===== config.mk =====
export PLATFORM = sky130hd
export DESIGN_NAME = logic_reduce_fifo
export DESIGN_NICKNAME = d
export VERILOG_FILES = /design/src/rtl/logic_reduce_fifo.sv
export SDC_FILE = /design/constraint.sdc
export NUM_CORES = 1
export LEC_CHECK = 0
export CORE_AREA = 5 5 71 73
export DETAILED_ROUTE_END_ITERATION = 8
export DIE_AREA = 0 0 76 78
export GPL_TIMING_DRIVEN = 0
export PLACE_DENSITY = 0.76
export SYNTH_ARGS = -nofsm -noshare
export SYNTH_HDL_FRONTEND = slang
export SYNTH_SLANG_ARGS = --single-unit

===== constraint.sdc =====
create_clock -name clk -period 2.69 [get_ports clk]
set_clock_uncertainty 0.05 [all_clocks]
set_input_delay 0.538 -clock clk [delete_from_list [all_inputs] [get_ports clk]]
set_output_delay 0.538 -clock clk [all_outputs]
set_load 0.02 [all_outputs]

===== src/rtl/logic_reduce_fifo.sv =====
// Bitwise OR/AND/XOR/NOR reduction over N_IN operands feeding a DEPTH-entry result FIFO.
// Optional push statistics output stat_cnt enabled by defining LOGIC_REDUCE_STAT_EN.
module logic_reduce_fifo #(
  parameter int WIDTH = 8,
  parameter int N_IN  = 2,
  parameter int DEPTH = 4
) (
  input  logic                      clk,
  input  logic                      rst_n,
  input  logic                      in_valid,
  output logic                      in_ready,
  input  logic [N_IN*WIDTH-1:0]     in_data,
  input  logic [1:0]                op,
  output logic                      out_valid,
  input  logic                      out_ready,
  output logic [WIDTH-1:0]          out_data,
`ifdef LOGIC_REDUCE_STAT_EN
  output logic [31:0]               stat_cnt,
`endif
  output logic [$clog2(DEPTH):0]    count
);

  localparam int AW = $clog2(DEPTH);
  localparam logic [AW:0] FULL_COUNT = (AW+1)'(DEPTH);

  logic [WIDTH-1:0] or_acc  [N_IN];
  logic [WIDTH-1:0] and_acc [N_IN];
  logic [WIDTH-1:0] xor_acc [N_IN];
  logic [WIDTH-1:0] result;

  logic [WIDTH-1:0] mem [DEPTH];
  logic [AW-1:0]    wr_ptr_reg;
  logic [AW-1:0]    rd_ptr_reg;
  logic [AW:0]      count_reg;
  logic             push;
  logic             pop;

  // Running partial reductions; the last stage holds the full result.
  genvar gi;
  generate
    for (gi = 0; gi < N_IN; gi++) begin : g_reduce
      if (gi == 0) begin : g_first
        assign or_acc[gi]  = in_data[0 +: WIDTH];
        assign and_acc[gi] = in_data[0 +: WIDTH];
        assign xor_acc[gi] = in_data[0 +: WIDTH];
      end else begin : g_next
        assign or_acc[gi]  = or_acc[gi-1]  | in_data[gi*WIDTH +: WIDTH];
        assign and_acc[gi] = and_acc[gi-1] & in_data[gi*WIDTH +: WIDTH];
        assign xor_acc[gi] = xor_acc[gi-1] ^ in_data[gi*WIDTH +: WIDTH];
      end
    end
  endgenerate

  always_comb begin
    result = or_acc[N_IN-1];
    case (op)
      2'b00:   result = or_acc[N_IN-1];
      2'b01:   result = and_acc[N_IN-1];
      2'b10:   result = xor_acc[N_IN-1];
      default: result = ~or_acc[N_IN-1];
    endcase
  end

  // in_ready depends only on registered count, so a pop never frees a slot in the same cycle.
  assign in_ready  = (count_reg != FULL_COUNT);
  assign out_valid = (count_reg != '0);
  assign push      = in_valid && in_ready;
  assign pop       = out_valid && out_ready;
  assign out_data  = mem[rd_ptr_reg];
  assign count     = count_reg;

  always_ff @(posedge clk) begin
    if (push && rst_n) begin
      mem[wr_ptr_reg] <= result;
    end
  end

  always_ff @(posedge clk) begin
    if (!rst_n) begin
      wr_ptr_reg <= '0;
      rd_ptr_reg <= '0;
      count_reg  <= '0;
    end else begin
      if (push) begin
        wr_ptr_reg <= wr_ptr_reg + 1'b1;
      end
      if (pop) begin
        rd_ptr_reg <= rd_ptr_reg + 1'b1;
      end
      case ({push, pop})
        2'b10:   count_reg <= count_reg + 1'b1;
        2'b01:   count_reg <= count_reg - 1'b1;
        default: count_reg <= count_reg;
      endcase
    end
  end

`ifdef LOGIC_REDUCE_STAT_EN
  logic [31:0] stat_reg;

  always_ff @(posedge clk) begin
    if (!rst_n) begin
      stat_reg <= '0;
    end else if (push) begin
      stat_reg <= stat_reg + 32'd1;
    end
  end

  assign stat_cnt = stat_reg;
`endif

endmodule


# [Yosys cells after proc, flatten, opt, wreduce, memory -nomap -nowiden]
# Memories as Yosys holds them, arrays and structs flattened. A register that Yosys moved wholly into a read port is not among the register bits.
# Index checks and enable logic that the tools add are counted.
[word_totals] reg_bits=7 wordCells=29 memories=1 output_inout_bits=13 in_bits=22 mem_bits_rw=32
[op_classes] mux=6 reduce_logical=6 n_addsub=4 bitwise=4 n_eq_ne=5
[mem_list] name="mem" words=4 word_bits=8 read_ports=1 rd_clocked_by_memory_dff=1 write_ports=1 line="31" text="logic [WIDTH-1:0] mem [DEPTH];"
[ops] op="8-bit case mux with 3 select lines" n=1
[ops] op="8-bit AND" n=1
[ops] op="8-bit inverter" n=1
[ops] op="8-bit OR" n=1
[ops] op="8-bit XOR" n=1
[ops] op="3-bit case mux with 2 select lines" n=1
[ops] op="2-bit by 1-bit adder with 2-bit output (second input constant)" n=2
[ops] op="2-bit by 1-bit == test with 1-bit output (second input constant)" n=2
[ops] op="2-bit == test (second input constant)" n=2
[ops] op="2-bit two-way mux" n=2
[ops] op="3-bit by 1-bit adder with 3-bit output (second input constant)" n=1
[ops] op="1-bit logical AND" n=3
[ops] op="3-bit inequality test (second input constant)" n=1
[ops] op="3-bit nonzero test" n=1
[ops] op="3-bit by 1-bit subtractor with 3-bit output (second input constant)" n=1
[ops] op="2-bit zero test" n=1
[ops] op="1-bit two-way mux" n=2
[ops] op="2-bit nonzero test" n=1

# [Depth between registers and ports, before layout]
# Gate-level depths: netlist of run 1.
[depth] depth_word=5 depth_mapped=9 ltp_nobuf=9

# [Worst setup path after synthesis of run 1]
# OpenSTA, ideal clock, no wires.
[synth_timing] path_kind="input-to-reg" startpoint="in in_valid" endpoint="reg count_reg[2] (netlist: count[2])" slack_ns=0.615 cell_stages=8 n_path_buf=0 arrival_ns=1.949 required_time_ns=2.564 setup_ns=0.076 cell_sequence="a21boi_2 inv_1 ha_1 inv_1 fa_1 xor2_1 or3_1 a21boi_0"
[synth_via] elab_chain_len=3 word_cells_on_any_way=5 cone_classes="2 x eq/ne; 1 x mux; 2 x reduce/logical"
[synth_rtl] element="start, declared" line="10" text="input logic in_valid,"
[synth_rtl] element="1-bit logical AND (*)" line="67" text="assign push = in_valid && in_ready;"
[synth_rtl] element="2-bit by 1-bit == test with 1-bit output / 2-bit == test (equally long branches)" line="90" text="case ({push, pop})"
[synth_rtl] element="3-bit case mux with 2 select lines / 2-bit nonzero test (equally long branches)"
[synth_rtl] element="end signal, assigned" line="91" text="2'b10: count_reg <= count_reg + 1'b1;"
[synth_rtl] element="end signal, assigned" line="92" text="2'b01: count_reg <= count_reg - 1'b1;"
[synth_rtl] element="end signal, assigned" line="93" text="default: count_reg <= count_reg;"
[synth_rtl] element="end, declared" line="34" text="logic [AW:0] count_reg;"
# Mark *: on every way between the ends. The rest lies on a longest branch, timed or not.
# A chain may end at the register's enable or synchronous reset.

==> impl_metrics.prom, run 1 <==
# TYPE chip_impl_metric gauge
chip_impl_metric{name="vdd_drop_max",unit="mV"} 0.2189
chip_impl_metric{name="finish.instance_area",unit="mm^2"} 0.002654
chip_impl_metric{name="cts_hold_buf",unit=""} 0
chip_impl_metric{name="drv.max_cap_violation_count",unit=""} 0
chip_impl_metric{name="detailedRoute.firstIterationViolations",unit=""} 44
chip_impl_metric{name="tritoncts.num_buffers",unit=""} 5
chip_impl_metric{name="max_slew_margin",unit=""} 0.6905
chip_impl_metric{name="power_switching",unit="mW"} 0.5673
chip_impl_metric{name="synthSimpleGateAreaFrac",unit=""} 0.05805
chip_impl_metric{name="floorplan.die.height",unit="um"} 78
chip_impl_metric{name="floorplan.initialDensity",unit=""} 0.5070
chip_impl_metric{name="via_per_inst",unit=""} 5.185
chip_impl_metric{name="synth_mux_area_frac",unit=""} 0.1397
chip_impl_metric{name="place.detailed.hpwl",unit="um"} 3004
chip_impl_metric{name="fp.dieW",unit="um"} 76
chip_impl_info{name="cts_tree",value="yes"} 1
chip_impl_metric{name="switching_share",unit=""} 0.3063
chip_impl_info{name="main_combinational_cell_family_by_area_after_synthesis",value="multiplexers"} 1
chip_impl_metric{name="layoutNonFillerInstCount",unit=""} 260
chip_impl_metric{name="clock_power_share",unit=""} 0.195
chip_impl_metric{name="drc",unit=""} 0
chip_impl_metric{name="largest_register_ffs",unit=""} 32
chip_impl_metric{name="cts.clk_slew.worst_paths",unit="ns"} 0.07
chip_impl_metric{name="p_int",unit="mW"} 1.285
chip_impl_info{name="hold_path.class",value="reg2reg"} 1
chip_impl_metric{name="pin_count_of_the_biggest_net_entering_global_routing",unit=""} 13
chip_impl_metric{name="post_synthesis_sequential_area_ratio",unit=""} 0.5241
chip_impl_metric{name="coreArea",unit="mm^2"} 0.004294
chip_impl_info{name="biggest_area_consumer_among_synthesized_cells",value="sky130_fd_sc_hd__edfxtp_1"} 1
chip_impl_metric{name="power_frac_seq",unit=""} 0.438
chip_impl_metric{name="detailedRoute.firstPassIterationCount",unit=""} 4
chip_impl_metric{name="routed_wire_length_per_instance",unit="um"} 14.27
chip_impl_metric{name="fillers",unit=""} 333
chip_impl_metric{name="drive_above_1_share",unit=""} 0.1202
chip_impl_info{name="crit-reg2reg-launch",value="count[0]$_SDFFE_PN0P_"} 1
chip_impl_metric{name="synth_compound_area_frac",unit=""} 0.06897
chip_impl_metric{name="detailed_place.area",unit="mm^2"} 0.002572
chip_impl_metric{name="clk_latency",unit="ns"} 0.28
chip_impl_metric{name="power_density_over_the_cells",unit="mW/mm^2"} 697.8
chip_impl_info{name="worstSetupPathType",value="reg2out"} 1
chip_impl_metric{name="globalRouteTotalUtil",unit=""} 0.1346
chip_impl_metric{name="grt_pass1_vias",unit=""} 1438
chip_impl_metric{name="nNetsFinal",unit=""} 251
chip_impl_metric{name="clock_tree.buffer_depth",unit=""} 2
chip_impl_metric{name="synth_xor_xnor_area_share",unit=""} 0.01609
chip_impl_metric{name="grt_first_pass_wirelength",unit="um"} 6417
chip_impl_metric{name="final_worst_setup_slack",unit="ns"} 0.1336
chip_impl_info{name="worstHoldStart",value="wr_ptr_reg[1]$_SDFFE_PN0P_"} 1
chip_impl_metric{name="place.detailed.instances",unit=""} 252
chip_impl_metric{name="totalWireLength",unit="um"} 3710
chip_impl_metric{name="grt_antenna_before_repair",unit=""} 0
chip_impl_info{name="rsz0062_at_grt",value="no"} 1
chip_impl_metric{name="worstPathArrival",unit="ns"} 1.97
chip_impl_info{name="status",value="finished, final reports clean"} 1
chip_impl_metric{name="synthesis.instances",unit=""} 167
chip_impl_metric{name="route.vias.total",unit=""} 1348
chip_impl_info{name="synth.top_cells.by_area",value="sky130_fd_sc_hd__edfxtp_1, sky130_fd_sc_hd__ha_1, sky130_fd_sc_hd__dfxtp_1, sky130_fd_sc_hd__mux4_2, sky130_fd_sc_hd__inv_1"} 1
chip_impl_metric{name="worst_slew_pin_slew",unit="ns"} 0.4593
chip_impl_metric{name="netlist-cell-type-count",unit=""} 31
chip_impl_info{name="critical_path.endpoint_type",value="primary output"} 1
chip_impl_metric{name="critical_path.max_fanout",unit=""} 8
chip_impl_metric{name="timing.final.max_slew_violations",unit=""} 0
chip_impl_metric{name="area.growth.synth_to_final",unit="%"} 21.90
chip_impl_metric{name="fmax",unit="GHz"} 0.3912
chip_impl_info{name="setup.worst_path.start_class",value="register"} 1
chip_impl_metric{name="report.final.hold_viol_count",unit=""} 0
chip_impl_metric{name="cts.repair.resized",unit=""} 0
chip_impl_metric{name="fp-row-count",unit=""} 24
chip_impl_metric{name="tns",unit="ns"} 0
chip_impl_metric{name="min_clock_period_post_route",unit="ns"} 2.556
chip_impl_metric{name="clkSinkCount",unit=""} 41
chip_impl_metric{name="yosys_register_bits",unit=""} 41
chip_impl_metric{name="post-route-period-util",unit=""} 0.9503
chip_impl_metric{name="numPortBuffers",unit=""} 33
chip_impl_metric{name="post_cts_buffers",unit=""} 0
chip_impl_metric{name="synth_fa_ha_area_frac",unit=""} 0.1299
chip_impl_metric{name="gr-total-overflow",unit=""} 0
chip_impl_metric{name="place.gp.congestion",unit=""} 0.7141
chip_impl_metric{name="ant_nets",unit=""} 0
chip_impl_metric{name="post_place_setup_slack",unit="ns"} 0.09829
chip_impl_metric{name="syn_avg_cell_area",unit="um^2"} 13.04
chip_impl_metric{name="yosysTopAreaCellShare",unit=""} 0.4414
chip_impl_info{name="ctsRootBufferMaster",value="sky130_fd_sc_hd__clkbuf_8"} 1
chip_impl_metric{name="synthesis.nets",unit=""} 211
chip_impl_metric{name="post_synth_instance_area",unit="mm^2"} 0.002177
chip_impl_metric{name="finalSetupViolCount",unit=""} 0
chip_impl_metric{name="worst-endpoint-required",unit="ns"} 2.10
chip_impl_metric{name="antenna-diode-count",unit=""} 0
chip_impl_metric{name="cts.htree.levels",unit=""} 2
chip_impl_metric{name="final_util",unit=""} 0.6180
chip_impl_metric{name="p_comb_frac",unit=""} 0.367
chip_impl_metric{name="area_enclosed_by_the_die_boundary",unit="mm^2"} 0.005928
chip_impl_metric{name="synth.yosys.warnings",unit=""} 0
chip_impl_metric{name="floorplan.io_pins",unit=""} 35
chip_impl_metric{name="power.leakage",unit="nW"} 1.055
-- power groups by stage --
stage | logic (mW) | registers (mW) | clock network [mW]
4_1_cts | 0.693 | 0.811 | 0.373
2_1_floorplan | 0.420 | 0.829 | 0
3_5_place_dp | 0.691 | 0.824 | 0
6_report | 0.680 | 0.810 | 0.361
3_3_place_gp | 0.664 | 0.817 | 0
5_1_grt | 0.750 | 0.819 | 0.405
-- metrics by stage --
| step | power, mW | hold slack [ns] |
|---|---|---|
| 6_report | 1.852 | 0.4547 |
| 4_1_cts | 1.877 | 0.4596 |
| 5_1_grt | 1.973 | 0.4948 |
| 3_3_place_gp | 1.480 | 0.4257 |
| 2_1_floorplan | 1.249 | 0.4177 |
| 3_5_place_dp | 1.515 | 0.4498 |
-- cell families after synthesis --
| family | after synthesis |
|---|---|
| buf+inv | 33 |
| mux | 20 |
| simple gates | 26 |
| fa+ha+maj | 22 |
| xor+xnor | 4 |
| compound gates | 21 |
| flops | 41 |
-- critical path: stages (launching register included) --
cell and delay (ns):
sky130_fd_sc_hd__dfxtp_1 0.31, sky130_fd_sc_hd__buf_2 0.27, sky130_fd_sc_hd__mux4_2 0.54, sky130_fd_sc_hd__clkdlybuf4s50_1 0.56
-- worst paths after layout --
kind	to	slack, ns	cells past startpoint
hold / removal	wr_ptr_reg[1]$_SDFFE_PN0P_	0.45	2
setup / recovery	out_data[2]	0.13	3
hold reg to reg	wr_ptr_reg[1]$_SDFFE_PN0P_	0.45	2
setup reg to reg	count[2]$_SDFFE_PN0P_	0.50	9
-- Yosys cell counts --
cell type                  instances
sky130_fd_sc_hd__buf_2             1
sky130_fd_sc_hd__clkbuf_2          1
sky130_fd_sc_hd__o311ai_2          1
sky130_fd_sc_hd__dfxtp_1           9
sky130_fd_sc_hd__a221o_1           1
sky130_fd_sc_hd__and3_1            4
sky130_fd_sc_hd__inv_1            26
sky130_fd_sc_hd__o21a_1            1
sky130_fd_sc_hd__mux4_2            8
sky130_fd_sc_hd__xor2_1            1
sky130_fd_sc_hd__a21boi_0          1
sky130_fd_sc_hd__mux2_2            3
sky130_fd_sc_hd__a21oi_1           4
sky130_fd_sc_hd__edfxtp_1         32
sky130_fd_sc_hd__clkbuf_1          3
sky130_fd_sc_hd__or3_1             1
sky130_fd_sc_hd__nor2_1            5
sky130_fd_sc_hd__nand2_1          10
sky130_fd_sc_hd__o31a_2            1
sky130_fd_sc_hd__buf_4             1
sky130_fd_sc_hd__fa_1              1
sky130_fd_sc_hd__and2_1            3
sky130_fd_sc_hd__ha_1             21
sky130_fd_sc_hd__a21boi_2          1
sky130_fd_sc_hd__mux2i_1           9
sky130_fd_sc_hd__o21ai_0           6
sky130_fd_sc_hd__nor2b_1           2
sky130_fd_sc_hd__or3_2             1
sky130_fd_sc_hd__buf_6             1
sky130_fd_sc_hd__xnor2_1           3
sky130_fd_sc_hd__a211oi_1          5
-- final cells by class --
cell class / instances / area, um^2 / area share
plain buffers: 7 / 40.04 / 0.01509
clock buffers: 5 / 68.82 / 0.02593
clock inverters: 3 / 12.51 / 0.004715
inverters: 26 / 97.59 / 0.03678
multi-input cells: 93 / 898.4 / 0.3385
flip-flops and latches: 41 / 1141 / 0.4300
well taps: 52 / 65.06 / 0.02452
repair buffers: 33 / 330.3 / 0.1245
-- layer usage --
layer | share of wire | GRT usage | wire length [um]
met3 | 0.040 | 0.02778 | 149
met5 | 0 | 0 | 0
met1 | 0.41 | 0.1489 | 1504
met2 | 0.54 | 0.2500 | 1991
met4 | 0.018 | 0.05338 | 65
-- placed cells by master (no fill, tap or decap), types with 2 or more instances in the layout --
| cell type | synthesis | final |
|---|---|---|
| sky130_fd_sc_hd__clkdlybuf4s50_1 | 0 | 33 |
| sky130_fd_sc_hd__edfxtp_1 | 32 | 32 |
| sky130_fd_sc_hd__inv_1 | 26 | 26 |
| sky130_fd_sc_hd__ha_1 | 21 | 21 |
| sky130_fd_sc_hd__nand2_1 | 10 | 10 |
| sky130_fd_sc_hd__mux2i_1 | 9 | 9 |
| sky130_fd_sc_hd__dfxtp_1 | 9 | 9 |
| sky130_fd_sc_hd__mux4_2 | 8 | 8 |
| sky130_fd_sc_hd__o21ai_0 | 6 | 6 |
| sky130_fd_sc_hd__nor2_1 | 5 | 5 |
| sky130_fd_sc_hd__a211oi_1 | 5 | 5 |
| sky130_fd_sc_hd__clkbuf_8 | 0 | 5 |
| sky130_fd_sc_hd__a21oi_1 | 4 | 4 |
| sky130_fd_sc_hd__and3_1 | 4 | 4 |
| sky130_fd_sc_hd__clkbuf_1 | 3 | 3 |
| sky130_fd_sc_hd__mux2_2 | 3 | 3 |
| sky130_fd_sc_hd__xnor2_1 | 3 | 3 |
| sky130_fd_sc_hd__and2_1 | 3 | 3 |
| sky130_fd_sc_hd__nor2b_1 | 2 | 2 |
| sky130_fd_sc_hd__clkinv_1 | 0 | 2 |
(Power assumes the default switching activity.)
==> inputs of run 2 (changes only) <==
Settings changed: CAP_MARGIN set to 30, CORE_AREA 5 5 71 73 to 3 3 69 71, DIE_AREA 0 0 76 78 to 0 0 72 74.
==> impl_metrics.prom, run 2 (same netlist as run 1, synthesis figures left out) <==
# TYPE chip_impl_metric gauge
chip_impl_metric{name="globalRouteTotalUtil",unit=""} 0.1530
chip_impl_metric{name="vdd_drop_max",unit="mV"} 0.2276
chip_impl_metric{name="routed_wire_length_per_instance",unit="um"} 14.56
chip_impl_metric{name="power_density_over_the_cells",unit="mW/mm^2"} 733.1
chip_impl_metric{name="cts.htree.levels",unit=""} 2
chip_impl_info{name="setup.worst_path.start_class",value="register"} 1
chip_impl_metric{name="tritoncts.num_buffers",unit=""} 5
chip_impl_metric{name="floorplan.die.height",unit="um"} 74
chip_impl_metric{name="power_frac_seq",unit=""} 0.414
chip_impl_metric{name="post_cts_buffers",unit=""} 0
chip_impl_metric{name="total_power",unit="mW"} 1.964
chip_impl_metric{name="worstPathArrival",unit="ns"} 1.97
chip_impl_metric{name="fmax",unit="GHz"} 0.3904
chip_impl_metric{name="fp.dieW",unit="um"} 72
chip_impl_metric{name="final_worst_setup_slack",unit="ns"} 0.1288
chip_impl_metric{name="p_comb_frac",unit=""} 0.349
chip_impl_metric{name="route.vias.total",unit=""} 1374
chip_impl_metric{name="gr-total-overflow",unit=""} 0
chip_impl_metric{name="worst_slew_pin_slew",unit="ns"} 0.5135
chip_impl_metric{name="grt_antenna_before_repair",unit=""} 0
chip_impl_metric{name="area_taken_by_multi_input_logic_gates",unit="um^2"} 898.4
chip_impl_metric{name="fillers",unit=""} 315
chip_impl_info{name="cts_tree",value="yes"} 1
chip_impl_metric{name="clock_tree.buffer_depth",unit=""} 2
chip_impl_metric{name="drc",unit=""} 0
chip_impl_metric{name="critical_path.max_fanout",unit=""} 8
chip_impl_metric{name="coreArea",unit="mm^2"} 0.004294
chip_impl_metric{name="cts.clk_slew.worst_paths",unit="ns"} 0.07
chip_impl_metric{name="switching_share",unit=""} 0.2956
chip_impl_metric{name="area.growth.synth_to_final",unit="%"} 23.05
chip_impl_metric{name="post-route-period-util",unit=""} 0.9521
chip_impl_metric{name="fp-row-count",unit=""} 24
chip_impl_metric{name="area_enclosed_by_the_die_boundary",unit="mm^2"} 0.005328
chip_impl_info{name="most-common-layout-cells",value="sky130_fd_sc_hd__clkdlybuf4s50_1, sky130_fd_sc_hd__edfxtp_1, sky130_fd_sc_hd__inv_1, sky130_fd_sc_hd__ha_1, sky130_fd_sc_hd__nand2_1"} 1
chip_impl_metric{name="numPortBuffers",unit=""} 33
chip_impl_info{name="rsz0062_at_grt",value="no"} 1
chip_impl_metric{name="reg2regPathDepth",unit=""} 9
chip_impl_metric{name="timing.final.max_slew_violations",unit=""} 0
chip_impl_metric{name="cts.repair.resized",unit=""} 0
chip_impl_metric{name="ant_nets",unit=""} 0
chip_impl_metric{name="floorplan.initialDensity",unit=""} 0.5070
chip_impl_metric{name="pin_count_of_the_biggest_net_entering_global_routing",unit=""} 13
chip_impl_info{name="ctsRootBufferMaster",value="sky130_fd_sc_hd__clkbuf_8"} 1
chip_impl_metric{name="min_clock_period_post_route",unit="ns"} 2.561
chip_impl_metric{name="worst-endpoint-required",unit="ns"} 2.10
chip_impl_metric{name="drv.max_cap_violation_count",unit=""} 0
chip_impl_metric{name="via_per_inst",unit=""} 5.285
chip_impl_metric{name="tns",unit="ns"} 0
chip_impl_info{name="hold_path.class",value="reg2reg"} 1
chip_impl_metric{name="power_switching",unit="mW"} 0.5806
chip_impl_metric{name="floorplan.io_pins",unit=""} 35
chip_impl_metric{name="place.detailed.hpwl",unit="um"} 2930
chip_impl_metric{name="place.gp.congestion",unit=""} 0.7897
chip_impl_metric{name="max_slew_margin",unit=""} 0.6540
chip_impl_metric{name="grt_pass1_vias",unit=""} 1338
chip_impl_metric{name="final_util",unit=""} 0.6238
chip_impl_info{name="worstSetupPathType",value="reg2out"} 1
chip_impl_info{name="critical_path.endpoint_type",value="primary output"} 1
chip_impl_metric{name="nNetsFinal",unit=""} 251
chip_impl_metric{name="detailed_place.area",unit="mm^2"} 0.002572
chip_impl_metric{name="area.sequential",unit="mm^2"} 0.001141
chip_impl_metric{name="finish.instance_area",unit="mm^2"} 0.002679
chip_impl_metric{name="clk_latency",unit="ns"} 0.29
chip_impl_metric{name="detailedRoute.firstIterationViolations",unit=""} 81
chip_impl_metric{name="drive_above_1_share",unit=""} 0.1202
chip_impl_metric{name="grt_first_pass_wirelength",unit="um"} 6065
chip_impl_metric{name="post_place_setup_slack",unit="ns"} 0.1232
chip_impl_info{name="status",value="finished, final reports clean"} 1
chip_impl_info{name="layout.cells.most_common",value="sky130_fd_sc_hd__clkdlybuf4s50_1"} 1
chip_impl_metric{name="cts_hold_buf",unit=""} 0
chip_impl_metric{name="detailedRoute.firstPassIterationCount",unit=""} 4
chip_impl_metric{name="totalWireLength",unit="um"} 3786
chip_impl_metric{name="clock_power_share",unit=""} 0.237
chip_impl_metric{name="min_delay_path_depth",unit=""} 2
chip_impl_metric{name="report.final.hold_viol_count",unit=""} 0
chip_impl_metric{name="clkSinkCount",unit=""} 41
chip_impl_metric{name="finalSetupViolCount",unit=""} 0
chip_impl_metric{name="antenna-diode-count",unit=""} 0
chip_impl_metric{name="p_int",unit="mW"} 1.383
chip_impl_metric{name="power.leakage",unit="nW"} 1.065
chip_impl_metric{name="largest_register_ffs",unit=""} 32
## run 2: changes by cell type in the layout (fill, tap and decap cells not counted)
cell                        change
sky130_fd_sc_hd__clkbuf_1       +1
sky130_fd_sc_hd__clkinv_1       -1
sky130_fd_sc_hd__clkinv_2       -1
sky130_fd_sc_hd__bufinv_16      +1
## run 2: metrics by stage
stage / hold slack (ns) / std cells
2_1_floorplan: 0.4177 / 167
6_report: 0.4646 / 260
3_5_place_dp: 0.4545 / 252
4_1_cts: 0.4679 / 260
3_3_place_gp: 0.4278 / 252
5_1_grt: 0.4833 / 260
## run 2: per-layer routing
layer / vias to the layer above / part of all wire / global-route usage
met4: 0 / 0.020 / 0.06889
met2: 39 / 0.51 / 0.2673
met1: 659 / 0.42 / 0.1815
met3: 7 / 0.040 / 0.03514
met5: - / 0 / 0
li1: 669 / - / -
## run 2: power by group through the flow
stage,clock (mW),sequential (mW),combinational (mW)
floorplan,0,0.829,0.420
global placement,0,0.818,0.661
detailed placement,0,0.824,0.687
CTS,0.481,0.811,0.692
global route,0.509,0.817,0.742
finish,0.466,0.812,0.685
## run 2: final timing paths
kind                            slack (ns)                    endpoint                        from
worst min-delay path                  0.46  wr_ptr_reg[1]$_SDFFE_PN0P_  wr_ptr_reg[1]$_SDFFE_PN0P_
worst max register to register        0.54       count[2]$_SDFFE_PN0P_       count[1]$_SDFFE_PN0P_
worst min register to register        0.46  wr_ptr_reg[1]$_SDFFE_PN0P_  wr_ptr_reg[1]$_SDFFE_PN0P_
worst max-delay path                  0.13                 out_data[3]                    register
## run 2: cell type report
class | instances | share of cell area
inverter | 26 | 0.03643
tap | 52 | 0.02429
clock buffer | 6 | 0.02709
buffer | 7 | 0.01495
sequential | 41 | 0.4260
timing repair buffer | 33 | 0.1233
clock inverter | 2 | 0.01261
multi-input combinational | 93 | 0.3354
## run 2: critical path: stages (launching register included)
cell	delay, ns
sky130_fd_sc_hd__dfxtp_1	0.31
sky130_fd_sc_hd__buf_2	0.27
sky130_fd_sc_hd__mux4_2	0.56
sky130_fd_sc_hd__clkdlybuf4s50_1	0.55
